<file path="src/rtl/pattern_wave_pkg.sv">
// Shared types and defaults for the pattern wave generator.
package pattern_wave_pkg;

   typedef enum logic [0:0] {
      StIdle = 1'b0,
      StRun  = 1'b1
   } state_e;

   localparam int unsigned PatWDefault     = 16;
   localparam int unsigned ChannelsDefault = 2;
   localparam int unsigned DivWDefault     = 8;

   // $clog2 that never collapses to a zero-width vector.
   function automatic int unsigned clog2_min1(input int unsigned value);
      return (value > 1) ? $clog2(value) : 1;
   endfunction

endpackage

</file>
<file path="src/rtl/wave_tick_divider.sv">
// Step divider: emits one tick every divisor+1 enabled cycles; load restarts it.
module wave_tick_divider #(
   parameter int unsigned DIV_W = 8
) (
   input  logic             clock,
   input  logic             reset,
   input  logic             load,
   input  logic             enable,
   input  logic [DIV_W-1:0] divisor,
   output logic             tick
);

   logic [DIV_W-1:0] count_q;
   logic [DIV_W-1:0] div_q;

   assign tick = enable && (count_q == div_q);

   always_ff @(posedge clock or negedge reset) begin
      if (!reset) begin
         count_q <= '0;
         div_q   <= '0;
      end else if (load) begin
         count_q <= '0;
         div_q   <= divisor;
      end else if (enable) begin
         count_q <= tick ? '0 : count_q + DIV_W'(1);
      end
   end

endmodule

</file>
<file path="src/rtl/pattern_wave_generator.sv">
// Multi-channel serial pattern player with shared step divider and step clock output.
module pattern_wave_generator
   import pattern_wave_pkg::*;
#(
   parameter int unsigned PAT_W    = PatWDefault,
   parameter int unsigned CHANNELS = ChannelsDefault,
   parameter int unsigned DIV_W    = DivWDefault
) (
   input  logic                              clock,
   input  logic                              reset,
   input  logic                              io_cfgValid,
   output logic                              io_cfgReady,
   input  logic [clog2_min1(CHANNELS)-1:0]   io_cfgChannel,
   input  logic [PAT_W-1:0]                  io_cfgPattern,
   input  logic [$clog2(PAT_W):0]            io_cfgLength,
   input  logic                              io_cfgOneShot,
   input  logic [DIV_W-1:0]                  io_divisor,
   input  logic                              io_start,
   input  logic                              io_stop,
   output logic [CHANNELS-1:0]               io_wave,
   output logic                              io_clockWave,
   output logic                              io_busy,
   output logic                              io_done
);

   localparam int unsigned ChW  = clog2_min1(CHANNELS);
   localparam int unsigned LenW = $clog2(PAT_W) + 1;
   localparam int unsigned IdxW = clog2_min1(PAT_W);

   state_e              state_q, state_d;
   logic [PAT_W-1:0]    pattern_q [CHANNELS];
   logic [LenW-1:0]     length_q  [CHANNELS];
   logic [IdxW-1:0]     index_q   [CHANNELS];
   logic [CHANNELS-1:0] oneshot_q;
   logic [CHANNELS-1:0] finished_q;
   logic [CHANNELS-1:0] is_last;
   logic                clk_wave_q;
   logic                done_q;
   logic                tick;
   logic                run;
   logic                start_run;
   logic                complete;
   logic                all_done;
   logic                cfg_accept;
   logic [LenW-1:0]     cfg_len;

   assign run          = (state_q == StRun);
   assign cfg_accept   = !run && io_cfgValid;
   assign cfg_len      = (io_cfgLength == '0 || 32'(io_cfgLength) > PAT_W) ?
                         LenW'(PAT_W) : io_cfgLength;
   assign io_cfgReady  = !run;
   assign io_busy      = run;
   assign io_done      = done_q;
   assign io_clockWave = clk_wave_q;

   wave_tick_divider #(
      .DIV_W (DIV_W)
   ) u_divider (
      .clock   (clock),
      .reset   (reset),
      .load    (start_run),
      .enable  (run),
      .divisor (io_divisor),
      .tick    (tick)
   );

   always_comb begin
      state_d   = state_q;
      start_run = 1'b0;
      complete  = 1'b0;
      all_done  = 1'b1;
      is_last   = '0;
      for (int c = 0; c < CHANNELS; c++) begin
         is_last[c] = (LenW'(index_q[c]) == length_q[c] - LenW'(1));
         // A channel counts as done if it already finished or finishes on this tick.
         all_done = all_done &&
                    (finished_q[c] || (tick && oneshot_q[c] && is_last[c]));
      end
      unique case (state_q)
         StIdle: begin
            if (io_start && !io_stop) begin
               state_d   = StRun;
               start_run = 1'b1;
            end
         end
         StRun: begin
            if (io_stop) begin
               state_d = StIdle;
            end else if (all_done) begin
               state_d  = StIdle;
               complete = 1'b1;
            end
         end
         default: state_d = StIdle;
      endcase
   end

   always_comb begin
      io_wave = '0;
      for (int c = 0; c < CHANNELS; c++) begin
         io_wave[c] = run && !finished_q[c] && pattern_q[c][index_q[c]];
      end
   end

   always_ff @(posedge clock or negedge reset) begin
      if (!reset) begin
         state_q    <= StIdle;
         clk_wave_q <= 1'b0;
         done_q     <= 1'b0;
      end else begin
         state_q    <= state_d;
         clk_wave_q <= (run && state_d == StRun) ? (clk_wave_q ^ tick) : 1'b0;
         done_q     <= complete;
      end
   end

   always_ff @(posedge clock or negedge reset) begin
      if (!reset) begin
         oneshot_q  <= '0;
         finished_q <= '0;
         for (int c = 0; c < CHANNELS; c++) begin
            pattern_q[c] <= '0;
            length_q[c]  <= LenW'(PAT_W);
            index_q[c]   <= '0;
         end
      end else begin
         for (int c = 0; c < CHANNELS; c++) begin
            if (cfg_accept && io_cfgChannel == ChW'(c)) begin
               pattern_q[c] <= io_cfgPattern;
               length_q[c]  <= cfg_len;
               oneshot_q[c] <= io_cfgOneShot;
            end
            if (start_run) begin
               index_q[c]    <= '0;
               finished_q[c] <= 1'b0;
            end else if (run && tick && !finished_q[c]) begin
               if (is_last[c]) begin
                  if (oneshot_q[c]) begin
                     finished_q[c] <= 1'b1;
                  end else begin
                     index_q[c] <= '0;
                  end
               end else begin
                  index_q[c] <= index_q[c] + IdxW'(1);
               end
            end
         end
      end
   end

endmodule

</file>
<file path="config.mk">
export PLATFORM = sky130hd
export DESIGN_NAME = pattern_wave_generator
export DESIGN_NICKNAME = d
export VERILOG_FILES = /design/src/rtl/pattern_wave_pkg.sv /design/src/rtl/wave_tick_divider.sv /design/src/rtl/pattern_wave_generator.sv
export SDC_FILE = /design/constraint.sdc
export NUM_CORES = 1
export LEC_CHECK = 0
export CORE_UTILIZATION = 30
export CTS_CLUSTER_SIZE = 30
export DETAILED_ROUTE_END_ITERATION = 10
export DONT_BUFFER_PORTS = 1
export GPL_ROUTABILITY_DRIVEN = 0
export SYNTH_ARGS = -nofsm -noshare
export SYNTH_HDL_FRONTEND = slang
export SYNTH_SLANG_ARGS = --single-unit
</file>
<file path="constraint.sdc">
create_clock -name clock -period 2.8 [get_ports clock]
set_clock_uncertainty 0.05 [all_clocks]
set_input_delay 0.14 -clock clock [delete_from_list [all_inputs] [get_ports clock]]
set_output_delay 0.14 -clock clock [all_outputs]
set_load 0.05 [all_outputs]
</file>
---- Word level (Yosys, flattened, before mapping) ----
Index checks and enable logic that the tools add are counted.
Widths: inputs -> output; s select.
operators by class
  bitwise gates (word level) .............. 3
  equality and inequality tests ........... 5
  reductions and logical operators ........ 37
  order comparisons ....................... 3
  add/subtract/negate cells ............... 5
  muxes and demuxes ....................... 33
operators with widths
  kind                 count
  $mux 4               8
  $mux 8               3
  $logic_and 1x1->1    18
  $mux 1               18
  $reduce_bool 2->1    7
  $eq 4x5->1           2
  $lt 4x5->1 const B   2
  $sub 5x1->5 const B  2
  $add 4x1->4 const B  2
  $add 8x1->8 const B  1
  $bmux 1 s4           2
  $eq 8x8->1           1
  $ne 3x2->1 const B   2
  $reduce_and 3->1     2
  $gt 5x5->1 const B   1
  $logic_not 5->1      1
  $mux 5               1
  $logic_not 1->1      4
  $reduce_and 2->1     2
  $logic_or 1x1->1     3
  $not 1->1            2
  $pmux 1 s2           1
  $xor 1x1->1          1
storage, ports and cells
  output and inout port bits .............. 6
  bits in registers ....................... 73

---- Logic depth before layout (Yosys ltp) ----
Gate-level depths: netlist of the first run.
  word-level depth ........................ 11
  mapped depth ............................ 8

---- Cells and area by module ----
Synthesis of the first run repeated with hierarchy kept, for this count alone.
unflattened totals
  cells, all modules ...................... 334
  area, all modules ....................... 3,666.0 µm²
by module, submodules not included
  module                  cells each  times used  area an instance (µm²)
  pattern_wave_generator  266         1           2,849.0
  wave_tick_divider       68          1           817.0

---- Worst setup path after synthesis of the first run ----
Ideal clock, no wire load.
  path kind ............................... register -> output
  from .................................... register state_q (netlist: io_busy)
  to ...................................... output port io_wave[0]
  cell stages (with the launch flop) ...... 5
  slack ................................... 0.189 ns
  required time ........................... 2.610 ns
  arrival ................................. 2.421 ns
  path through ............................ dfrtp_1 -> clkbuf_1 -> inv_1 -> buf_2 -> nor3b_1
between the ends
  word-level cells in the longest chain between the ends .. 2
ends and longest elaborated chain
  element                          RTL line                       source
  start: declaration               pattern_wave_generator.sv:30   state_e state_q, state_d;
  start signal: assignment         pattern_wave_generator.sv:107  state_q <= StIdle;
  start signal: assignment         pattern_wave_generator.sv:111  state_q <= state_d;
  $logic_and 1x1->1 (2 in series)  pattern_wave_generator.sv:101  io_wave[c] = run && !finished_q[c] && pattern_q[c][index_q[c]];
  end: declaration                 pattern_wave_generator.sv:20   output logic [CHANNELS-1:0] io_wave,
No other way between the ends.

---- Worst setup path in the final report of the first run ----
  from .................................... register index_q[0] (netlist bit)
  to ...................................... output port io_wave[1]
between the ends
  word-level cells in the longest chain between the ends .. 3
ends and longest elaborated chain
  element                           RTL line                       source
  start: declaration                pattern_wave_generator.sv:33   logic [IdxW-1:0] index_q [CHANNELS];
  start signal: indexed assignment  pattern_wave_generator.sv:144  index_q[c] <= index_q[c] + IdxW'(1);
  $bmux 1 s4                        pattern_wave_generator.sv:101
  $mux 1 (not written as such)      pattern_wave_generator.sv:101
  $logic_and 1x1->1                 pattern_wave_generator.sv:101
No other way between the ends. The select of a mux whose other input is x is not followed.

==> flow_metrics.env, run 1 <==
export IMPL_cts_clk_slew_worst_paths_ns=0.06
export IMPL_port_buffers=0
export IMPL_finalCritPeriodShare=0.9138
export IMPL_core_um2=11660
export IMPL_synthSimpleGateAreaFrac=0.1923
export IMPL_rsz0062_at_grt="false"
export IMPL_synth_mux_area_frac=0.1253
export IMPL_grt_max_degree=74
export IMPL_wl_per_cell_um=15.54
export IMPL_slew_viol_final=0
export IMPL_synthArstFlopShare=1.000
export IMPL_cp_max_fo=8
export IMPL_dp_slack_ns=0.6090
export IMPL_start_kind="register"
export IMPL_cts_resized_gates=0
export IMPL_vias_per_cell=4.947
export IMPL_grt_pass1_vias=2887
export IMPL_status="finished clean"
export IMPL_area_delta_synth_final_pct=22.78
export IMPL_nFillCells=1124
export IMPL_ant_nets=0
export IMPL_synth_top_cell_by_area="dfrtp_1"
export IMPL_drive_gt1_frac=0.1654
export IMPL_wl_um=8236
export IMPL_grt_pass1_wl_um=14230
export IMPL_synth_compound_area_frac=0.07889
export IMPL_synth_edf_count=0
export IMPL_synth_common_cells="nand2_1, dfrtp_1, mux2_2"
export IMPL_drc_errors=0
export IMPL_antennaDiodeCount=0
export IMPL_hp_class="in2reg"
export IMPL_setup_tns_ns=0
export IMPL_hold_viol=0
export IMPL_num_vias=2622
export IMPL_hpwlAfterDp_um=5794
export IMPL_use_met1=0.1802
export IMPL_insertion_delay_ns=0.33
export IMPL_cts_path_max_buffers=2
export IMPL_synth_seq_cells=73
export IMPL_synth_most_common_cell="nand2_1"
export IMPL_root_buffer="clkbuf_16"
export IMPL_clock_sinks=73
export IMPL_gr_max_usage_layer="met2"
export IMPL_postSynthAreaPerCell_um2=10.53
export IMPL_min_to="length_q[4]"
export IMPL_reg2reg_slack_ns=0.67
export IMPL_endpoint_kind="output port"
export IMPL_start_util=0.3141
export IMPL_synth_ff_type="dfrtp_1"
export IMPL_rr_worst_depth=7
export IMPL_die_area_um2=12660
export IMPL_min_path_cells=3
export IMPL_yosys_area_share_adder=0.02049
export IMPL_cp_required_ns=2.61
export IMPL_syn_nets=390
export IMPL_nets=424
export IMPL_synth_distinct_cells=38
export IMPL_grt_use_total=0.1456
export IMPL_cts_tree="built"
export IMPL_worstReg2RegStart="length_q[5]"
export IMPL_cts_buffers=9
export IMPL_synth_seq_area_share=0.4993
export IMPL_antenna_found_initial=0
export IMPL_max_slew_margin=0.6012
export IMPL_worst_pin_slew_ns=0.5981
export IMPL_yosysTopAreaCellShare=0.4850
export IMPL_met3_usage=0.05292
export IMPL_synth_xor_area_frac=0.05499
export IMPL_htreeDepth=3
export IMPL_synthesis_area_um2=3664
export IMPL_synth_top_family_by_area="simple AND/OR/NAND/NOR gates"
export IMPL_worstPathArrival_ns=2.37
export IMPL_die_width_um=112.5
export IMPL_drt_initial_drc_count=143
export IMPL_final_util=0.3857
export IMPL_r2r_end="index_q[4]"
export IMPL_first_pass_iters=4
export IMPL_p_leak_nw=2.011
export IMPL_min_from="io_cfgLength[4]"
export IMPL_row_count=39
export IMPL_worst_slack_ns=0.2414
export IMPL_die_height_um=112.5
export IMPL_synthTopCellsByArea="dfrtp_1, nand2_1, mux4_2, mux2_2, xor2_1"
export IMPL_period_needed_ns=2.559
export IMPL_ios=42
export IMPL_p_per_area_nw_per_um2=706.9
export IMPL_synthCells=348
export IMPL_setup_viol=0
export IMPL_yosysWarnings=0
export IMPL_grt_util_met2=0.2389
export IMPL_peakVddDrop_mv=0.3922
export IMPL_maxCapViolCount=0
export IMPL_critPathKind="reg2out"
export IMPL_grt_overflow_total=0
export IMPL_fmax_mhz=390.8
[flip-flops by register name (all words and copies together), names as in the netlist]
register,count
u_divider.count_q,8
io_busy,1
index_q,8
pattern_q,32
finished_q,2
io_clockWave,1
u_divider.div_q,8
io_done,1
length_q,10
oneshot_q,2
[critical path, cell delays in order (launching register included)]
cell     delay, ns
dfrtp_1       0.58
mux4_2        0.54
mux4_2        0.53
nor3b_2       0.18
buf_4         0.20
[worst max path at each step]
stage	from	to	slack (ns)	cells past startpoint
final	index_q[0]	io_wave[1]	0.24	4
after global routing	index_q[0]	io_wave[1]	0.14	4
after detailed placement	index_q[0]	io_wave[1]	0.61	4
after floorplan	io_busy	io_wave[0]	0.19	4
after global placement	index_q[0]	io_wave[1]	0.64	4
after CTS	index_q[0]	io_wave[1]	0.23	4
[cell families (layout without fill, tap and decap cells)]
| group | count (synthesis) | count (layout) |
|---|---|---|
| and+or+nand+nor | 147 | 147 |
| DFF | 73 | 73 |
| AOI/OAI and AO/OA | 43 | 43 |
| muxes | 31 | 31 |
| buffers and inverters | 25 | 64 |
| xor gates and xnor gates | 23 | 23 |
| adders and majority gates | 6 | 6 |
[metrics by stage]
step / instance area, µm² / hold slack, ns / instances / total power, W
floorplan: 3664 / -0.2056 / 348 / 0.001754
global placement: 3826 / -0.2021 / 481 / 0.001857
detailed placement: 3826 / -0.2026 / 481 / 0.001881
CTS: 4498 / 0.04821 / 530 / 0.003216
global route: 4498 / 0.07096 / 530 / 0.003350
finish: 4498 / 0.04301 / 530 / 0.003180
[cells in the final DEF (no fill, tap or decap), types with 4 or more instances in the layout]
master and n:
dfrtp_1 71, nor2_1 10, a211oi_1 5, nor3_1 4, nand2_1 96, nand4b_1 4
clkbuf_16 9, nand2b_1 4, xnor2_1 10, o21ai_0 15, dlygate4sd3_1 32, mux2_2 19
xor2_1 13, mux4_2 10, buf_4 6, nand3_1 9, inv_1 9, nand3b_1 4
a21oi_1 6, ha_1 6, and3_1 4
[repair_timing]
item,CTS,global route
setup buffers,0,0
hold endpoints to repair,126,0
endpoints found under the setup margin,0,0
hold buffers,33,0
[routing by layer]
| layer | wire, µm | vias to the layer above |
|---|---|---|
| met5 | 0 | - |
| met4 | 78 | 0 |
| met3 | 498 | 5 |
| met2 | 3959 | 58 |
| met1 | 3699 | 1284 |
| li1 | - | 1275 |
[layout make-up]
type / count / area (µm²) / share of cell area
Clock buffer: 9 / 225.2 / 0.05007
Clock inverter: 7 / 98.84 / 0.02197
Inverter: 9 / 33.78 / 0.007510
Multi-Input combinational cell: 250 / 1739 / 0.3866
Sequential cell: 73 / 1829 / 0.4067
Tap cell: 143 / 178.9 / 0.03978
Timing Repair Buffer: 39 / 392.9 / 0.08734
[power by group]
| group | internal, W | switching [W] | leakage, nW |
|---|---|---|---|
| sequential | 0.00121 | 0.000141 | 0.915 |
| clock | 0.000788 | 0.000467 | 0.157 |
| combinational | 0.000293 | 0.000277 | 0.939 |
| total | 0.00229 | 0.000885 | 2.01 |
Note: power is estimated with default switching activity, not from simulation.
==> run 2: changes to the inputs <==
==> constraint.sdc (replaced) <==
create_clock -name clock -period 3.3 [get_ports clock]
set_clock_uncertainty 0.05 [all_clocks]
set_input_delay 0.165 -clock clock [delete_from_list [all_inputs] [get_ports clock]]
set_output_delay 0.165 -clock clock [all_outputs]
set_load 0.05 [all_outputs]
==> run 2 against run 1 <==
  * First-iteration DRC count increased by 12%
  * Sequential power decreased by 15%
  * Design area decreased by 1.2%
  * Clock-buffer cell count increased by 1
  * Power decreased by 19%
  * Register-to-register slack improved by 0.28 ns
  * Flip-flop and latch count unchanged
  * Hold slack got worse by 0.019 ns
  * Utilization decreased by 0.45 points
  * Sequential share of layout area increased by 0.48 points
==> flow_metrics.env, run 2 (synthesized netlist as in run 1, its figures left out) <==
export IMPL_die_area_um2=12660
export IMPL_cp_common_cell="mux4_2"
export IMPL_placed_area_um2=3811
export IMPL_most_common_layout_cells="nand2_1, dfrtp_1, dlygate4sd3_1"
export IMPL_grt_use_total=0.1385
export IMPL_area_delta_synth_final_pct=21.35
export IMPL_fmax_mhz=375.2
export IMPL_endpoint_kind="output port"
export IMPL_start_util=0.3141
export IMPL_nets=421
export IMPL_cp_cell_sequence="mux4_2, mux4_2, nor3b_2, buf_4"
export IMPL_die_width_um=112.5
export IMPL_wl_um=7959
export IMPL_cp_required_ns=3.08
export IMPL_grt_pass1_vias=2729
export IMPL_setup_tns_ns=0
export IMPL_largest_register_ffs=32
export IMPL_vias_per_cell=5.021
export IMPL_num_vias=2646
export IMPL_wl_per_cell_um=15.10
export IMPL_max_slew_margin=0.3922
export IMPL_first_pass_iters=5
export IMPL_critPathSlowestCell="dfrtp_1"
export IMPL_hold_viol=0
export IMPL_worst_slack_ns=0.6351
export IMPL_drive_gt1_frac=0.1589
export IMPL_dp_slack_ns=0.9384
export IMPL_clock_sinks=73
export IMPL_stdcell_area_um2=4446
export IMPL_cpPeakStageDelay_ns=0.62
export IMPL_cp_max_fo=8
export IMPL_p_per_area_nw_per_um2=581.6
export IMPL_nFillCells=1106
export IMPL_multi_input_area_um2=1739
export IMPL_path_delay_family="multiplexers"
export IMPL_worstPathArrival_ns=2.45
export IMPL_peakVddDrop_mv=0.5181
export IMPL_critPathKind="reg2out"
export IMPL_cts_tree="built"
export IMPL_ant_nets=0
export IMPL_critPathBufInv=1
export IMPL_slew_viol_final=0
export IMPL_grt_max_degree=74
export IMPL_rsz0062_at_grt="false"
export IMPL_status="finished clean"
export IMPL_hp_class="in2reg"
export IMPL_htreeDepth=3
export IMPL_registers_top_by_ff_count="pattern_q"
export IMPL_grt_pass1_wl_um=13490
export IMPL_mostFrequentLayoutCell="nand2_1"
export IMPL_cts_resized_gates=0
export IMPL_finalCritPeriodShare=0.8076
export IMPL_regArea_um2=1829
export IMPL_drc_errors=0
export IMPL_cts_path_max_buffers=2
export IMPL_reg_top3="pattern_q (32), length_q (10)"
export IMPL_start_kind="register"
export IMPL_ios=42
export IMPL_core_um2=11660
export IMPL_antenna_found_initial=0
export IMPL_period_needed_ns=2.665
export IMPL_hpwlAfterDp_um=5588
export IMPL_die_height_um=112.5
export IMPL_setup_viol=0
export IMPL_root_buffer="clkbuf_16"
export IMPL_insertion_delay_ns=0.34
export IMPL_cts_clk_slew_worst_paths_ns=0.05
export IMPL_power_w=0.002585
export IMPL_p_leak_nw=1.980
export IMPL_maxCapViolCount=0
export IMPL_row_count=39
export IMPL_grt_overflow_total=0
export IMPL_port_buffers=0
export IMPL_cts_buffers=9
export IMPL_worst_pin_slew_ns=0.9091
export IMPL_antennaDiodeCount=0
export IMPL_drt_initial_drc_count=160
[run 2: cell count changes in the layout (fill, tap and decap cells not counted), sizes merged]
cell         change
buf              -2
bufinv           -1
clkbuf           +1
clkinv           +1
clkinvlp         +1
dlygate4sd3      -1
inv              -2
[run 2: what timing repair did]
item,CTS,global route
hold endpoints to repair,126,0
hold buffers,32,0
buffers inserted,0,0
[run 2: through the flow]
stage,utilization,instances,hold slack [ns]
floorplan,-,348,-0.1806
global placement,0.3268,479,-0.1772
detailed placement,0.3268,479,-0.1771
CTS,0.3812,527,0.01029
global route,0.3812,527,0.03473
finish,0.3812,527,0.02386
[run 2: layer usage]
layer	global-route usage	vias up	part of all wire
met5	0	-	0
met4	0.05156	0	0.018
met3	0.05832	12	0.063
met2	0.2203	70	0.47
met1	0.1676	1294	0.45
li1	-	1270	-
[run 2: final timing paths]
check	start	end	slack, ns	cells past startpoint
max in group asynchronous	reset	length_q[4]	2.53	2
hold reg to reg	pattern_q[22]	pattern_q[22]	0.42	2
hold / removal	io_start	io_busy	0.02	3
setup / recovery	index_q[0]	io_wave[1]	0.64	4
min in group asynchronous	reset	index_q[1]	0.33	2
setup reg to reg	io_busy	length_q[5]	0.95	5
[run 2: area by class of cell]
type	count	share of cell area
Timing Repair Buffer	36	0.08275
Sequential cell	73	0.4115
Inverter	9	0.007599
Tap cell	143	0.04025
Multi-Input combinational cell	250	0.3912
Clock inverter	6	0.01520
Clock buffer	10	0.05151
[run 2: worst reg2reg max path: stages (launching register included)]
cell and delay, ns:
dfrtp_1 0.64, inv_1 0.19, buf_4 0.29, nand3_1 0.68, nand2_1 0.24, o21ai_0 0.11
[run 2: where the power goes]
part | switching, W | leakage [nW] | total [W] | internal [W]
sequential | 0.000118 | 0.915 | 0.00115 | 0.00103
clock | 0.000377 | 0.139 | 0.000965 | 0.000587
combinational | 0.000227 | 0.926 | 0.000473 | 0.000247
==> run 3: changes to the inputs <==
--- a/config.mk
+++ b/config.mk
@@ -5,6 +5,7 @@
 export SDC_FILE = /design/constraint.sdc
 export NUM_CORES = 1
 export LEC_CHECK = 0
+export ABC_AREA = 1
 export CORE_UTILIZATION = 30
 export CTS_CLUSTER_SIZE = 30
 export DETAILED_ROUTE_END_ITERATION = 10
==> constraint.sdc (replaced) <==
create_clock -name clock -period 2.6 [get_ports clock]
set_clock_uncertainty 0.05 [all_clocks]
set_input_delay 0.13 -clock clock [delete_from_list [all_inputs] [get_ports clock]]
set_output_delay 0.13 -clock clock [all_outputs]
set_load 0.05 [all_outputs]
==> run 3 against run 2 <==
  * Critical path type unchanged
  * Clock-buffer cell count up 1
  * Critical path depth up 2
  * Via count up 20%
  * Clock power up 38%
  * Design area up 3.8%
  * Global-route usage up 0.94 points
  * Hold slack worse by 0.022 ns
  * Sequential share of layout area down 1.5 points
  * Synthesized cell count up 40%
  * Highest routed layer unchanged
  * Combinational power up 46%
  * Non-clock buffer count down 1
==> flow_metrics.env, run 3 <==
export IMPL_status="finished clean"
export IMPL_rsz0062_at_grt="false"
export IMPL_synthArstFlopShare=1.000
export IMPL_synthCells=488
export IMPL_most_common_layout_cells="nand2_1, dfrtp_1, o21ai_0"
export IMPL_place_inst=649
export IMPL_start_util=0.3121
export IMPL_drc_errors=0
export IMPL_maxCapViolCount=0
export IMPL_multi_input_area_um2=1652
export IMPL_wl_um=8664
export IMPL_mostFrequentLayoutCell="nand2_1"
export IMPL_drt_initial_drc_count=145
export IMPL_area_delta_synth_final_pct=21.56
export IMPL_grt_overflow_total=0
export IMPL_row_count=40
export IMPL_peakVddDrop_mv=0.2529
export IMPL_dp_slack_ns=0.7665
export IMPL_synth_distinct_cells=30
export IMPL_worst_slack_ns=0.5678
export IMPL_worstPathArrival_ns=1.85
export IMPL_synth_top_cell_by_area="dfrtp_1"
export IMPL_cts_tree="built"
export IMPL_yosysWarnings=0
export IMPL_pwr_share_seq=0.423
export IMPL_internal_power_w=0.002459
export IMPL_nets=562
export IMPL_critPathSlowestCell="dfrtp_1"
export IMPL_antennaDiodeCount=0
export IMPL_vias_per_cell=4.571
export IMPL_start_kind="register"
export IMPL_setup_viol=0
export IMPL_syn_nets=530
export IMPL_num_vias=3168
export IMPL_endpoint_kind="output port"
export IMPL_path_delay_family="flip-flops"
export IMPL_synth_common_cells="nand2_1, dfrtp_1, o21ai_0"
export IMPL_max_slew_margin=0.6546
export IMPL_fin_cells=693
export IMPL_power_w=0.003496
export IMPL_power_switching_w=0.001037
export IMPL_fmax_mhz=492.1
export IMPL_cts_clk_slew_worst_paths_ns=0.06
export IMPL_finalCritPeriodShare=0.7816
export IMPL_cp_max_fo=13
export IMPL_hpwlAfterDp_um=6315
export IMPL_grt_pass1_vias=3055
export IMPL_port_buffers=0
export IMPL_period_needed_ns=2.032
export IMPL_root_buffer="clkbuf_16"
export IMPL_synthesis_area_um2=3796
export IMPL_cts_resized_gates=0
export IMPL_cts_path_max_buffers=2
export IMPL_die_area_um2=13110
export IMPL_grt_max_degree=74
export IMPL_grt_pass1_wl_um=15010
export IMPL_antenna_found_initial=0
export IMPL_drive_gt1_frac=0.09333
export IMPL_setup_tns_ns=0
export IMPL_synth_seq_cells=73
export IMPL_cp_required_ns=2.42
export IMPL_first_pass_iters=5
export IMPL_ant_nets=0
export IMPL_critPathBufInv=2
export IMPL_die_height_um=114.5
export IMPL_core_um2=12160
export IMPL_hold_viol=0
export IMPL_ios=42
export IMPL_worst_pin_slew_ns=0.5181
export IMPL_synth_ff_type="dfrtp_1"
export IMPL_registers_top_by_ff_count="pattern_q"
export IMPL_synth_edf_count=0
export IMPL_die_width_um=114.5
export IMPL_cp_cell_sequence="inv_2, nor2_1, o221ai_1, o211ai_1, a21oi_1, buf_4"
export IMPL_nFillCells=1214
export IMPL_p_per_area_nw_per_um2=757.7
export IMPL_largest_register_ffs=32
export IMPL_swShare=0.2967
export IMPL_slew_viol_final=0
export IMPL_postSynthAreaPerCell_um2=7.779
export IMPL_regArea_um2=1829
export IMPL_grt_use_total=0.1479
export IMPL_yosysTopAreaCellShare=0.4680
export IMPL_hp_class="in2reg"
export IMPL_insertion_delay_ns=0.33
export IMPL_wl_per_cell_um=12.50
export IMPL_cpPeakStageDelay_ns=0.52
export IMPL_synth_seq_area_share=0.4819
export IMPL_p_clk_frac=0.380
export IMPL_synth_most_common_cell="nand2_1"
export IMPL_reg_top3="pattern_q (32), length_q (10)"
export IMPL_timing_hold_ws_ns=0.001921
export IMPL_p_leak_nw=2.257
export IMPL_critPathKind="reg2out"
export IMPL_cts_buffers=9
export IMPL_synthTopCellsByArea="dfrtp_1, nand2_1, o21ai_0, inv_1, nor2_1"
export IMPL_clock_sinks=73
export IMPL_htreeDepth=3
export IMPL_pwr_share_comb=0.197
run 3: cell types whose count changed after synthesis, moves of 5 or more:
cell      change
mux4_2       -10
nand2_1      +55
nor2_2        +7
nor2_1       +25
o221ai_1      +5
nand3_1       +6
inv_2         +6
xor2_1        -5
a211oi_1      -5
o21ai_0      +49
o22ai_1       +8
mux2_2       -19
inv_1        +51
run 3: logic make-up (layout without fill, tap and decap cells):
family | Yosys count | count (layout) | synth area share
AND/OR/NAND/NOR | 226 | 226 | 0.2528
AO/OA/AOI/OAI | 85 | 85 | 0.1233
buffers and inverters | 81 | 118 | 0.08306
flip-flops | 73 | 73 | 0.4819
adder cells (fa/ha/maj) | 6 | 6 | 0.01978
XOR/XNOR | 17 | 17 | 0.03922
run 3: final cells by class:
cell class,count,share of cell area
tap,168,0.04555
inverter,67,0.05450
sequential,73,0.3964
multi-input combinational,334,0.3579
clock buffer,11,0.05260
clock inverter,5,0.01708
timing repair buffer,35,0.07592
run 3: power by group through the flow:
stage / clock [W] / combinational, W / sequential [W]
floorplan: 0 / 0.000525 / 0.00144
global placement: 0 / 0.000614 / 0.00149
detailed placement: 0 / 0.000630 / 0.00150
CTS: 0.00135 / 0.000696 / 0.00148
global route: 0.00140 / 0.000803 / 0.00150
finish: 0.00133 / 0.000690 / 0.00148
run 3: path summary, 6_finish.rpt:
| check | cells after the start | end | slack [ns] | from |
|---|---|---|---|---|
| worst min register to register | 2 | pattern_q[0] | 0.43 | pattern_q[0] |
| worst max register to register | 11 | io_busy | 0.73 | index_q[4] |
| worst min-delay path | 3 | length_q[9] | 0.002 | io_cfgChannel |
| min in group asynchronous | 2 | u_divider.count_q[5] | 0.29 | reset |
| max in group asynchronous | 2 | length_q[4] | 1.89 | reset |
| worst max-delay path | 6 | io_wave[1] | 0.57 | index_q[0] |
run 3: worst min-delay path, stage by stage:
cell     delay, ns
inv_1         0.02
nand2_1       0.12
o21ai_0       0.10
run 3: per-stage QoR:
step	cell area, µm²	utilization
finish	4614	0.3794
global route	4614	0.3794
detailed placement	3995	0.3285
CTS	4614	0.3794
global placement	3995	0.3285
floorplan	3796	-
run 3: timing repair:
item                                   4_1_cts  5_1_grt
setup buffers                                0        0
hold buffers                                28        0
endpoints found under the hold margin      118        0
run 3: routing by layer:
| metal | track usage | wire length (µm) |
|---|---|---|
| met1 | 0.2017 | 4141 |
| met3 | 0.03229 | 415 |
| met4 | 0.06234 | 192 |
| met2 | 0.2267 | 3914 |
| met5 | 0 | 0 |
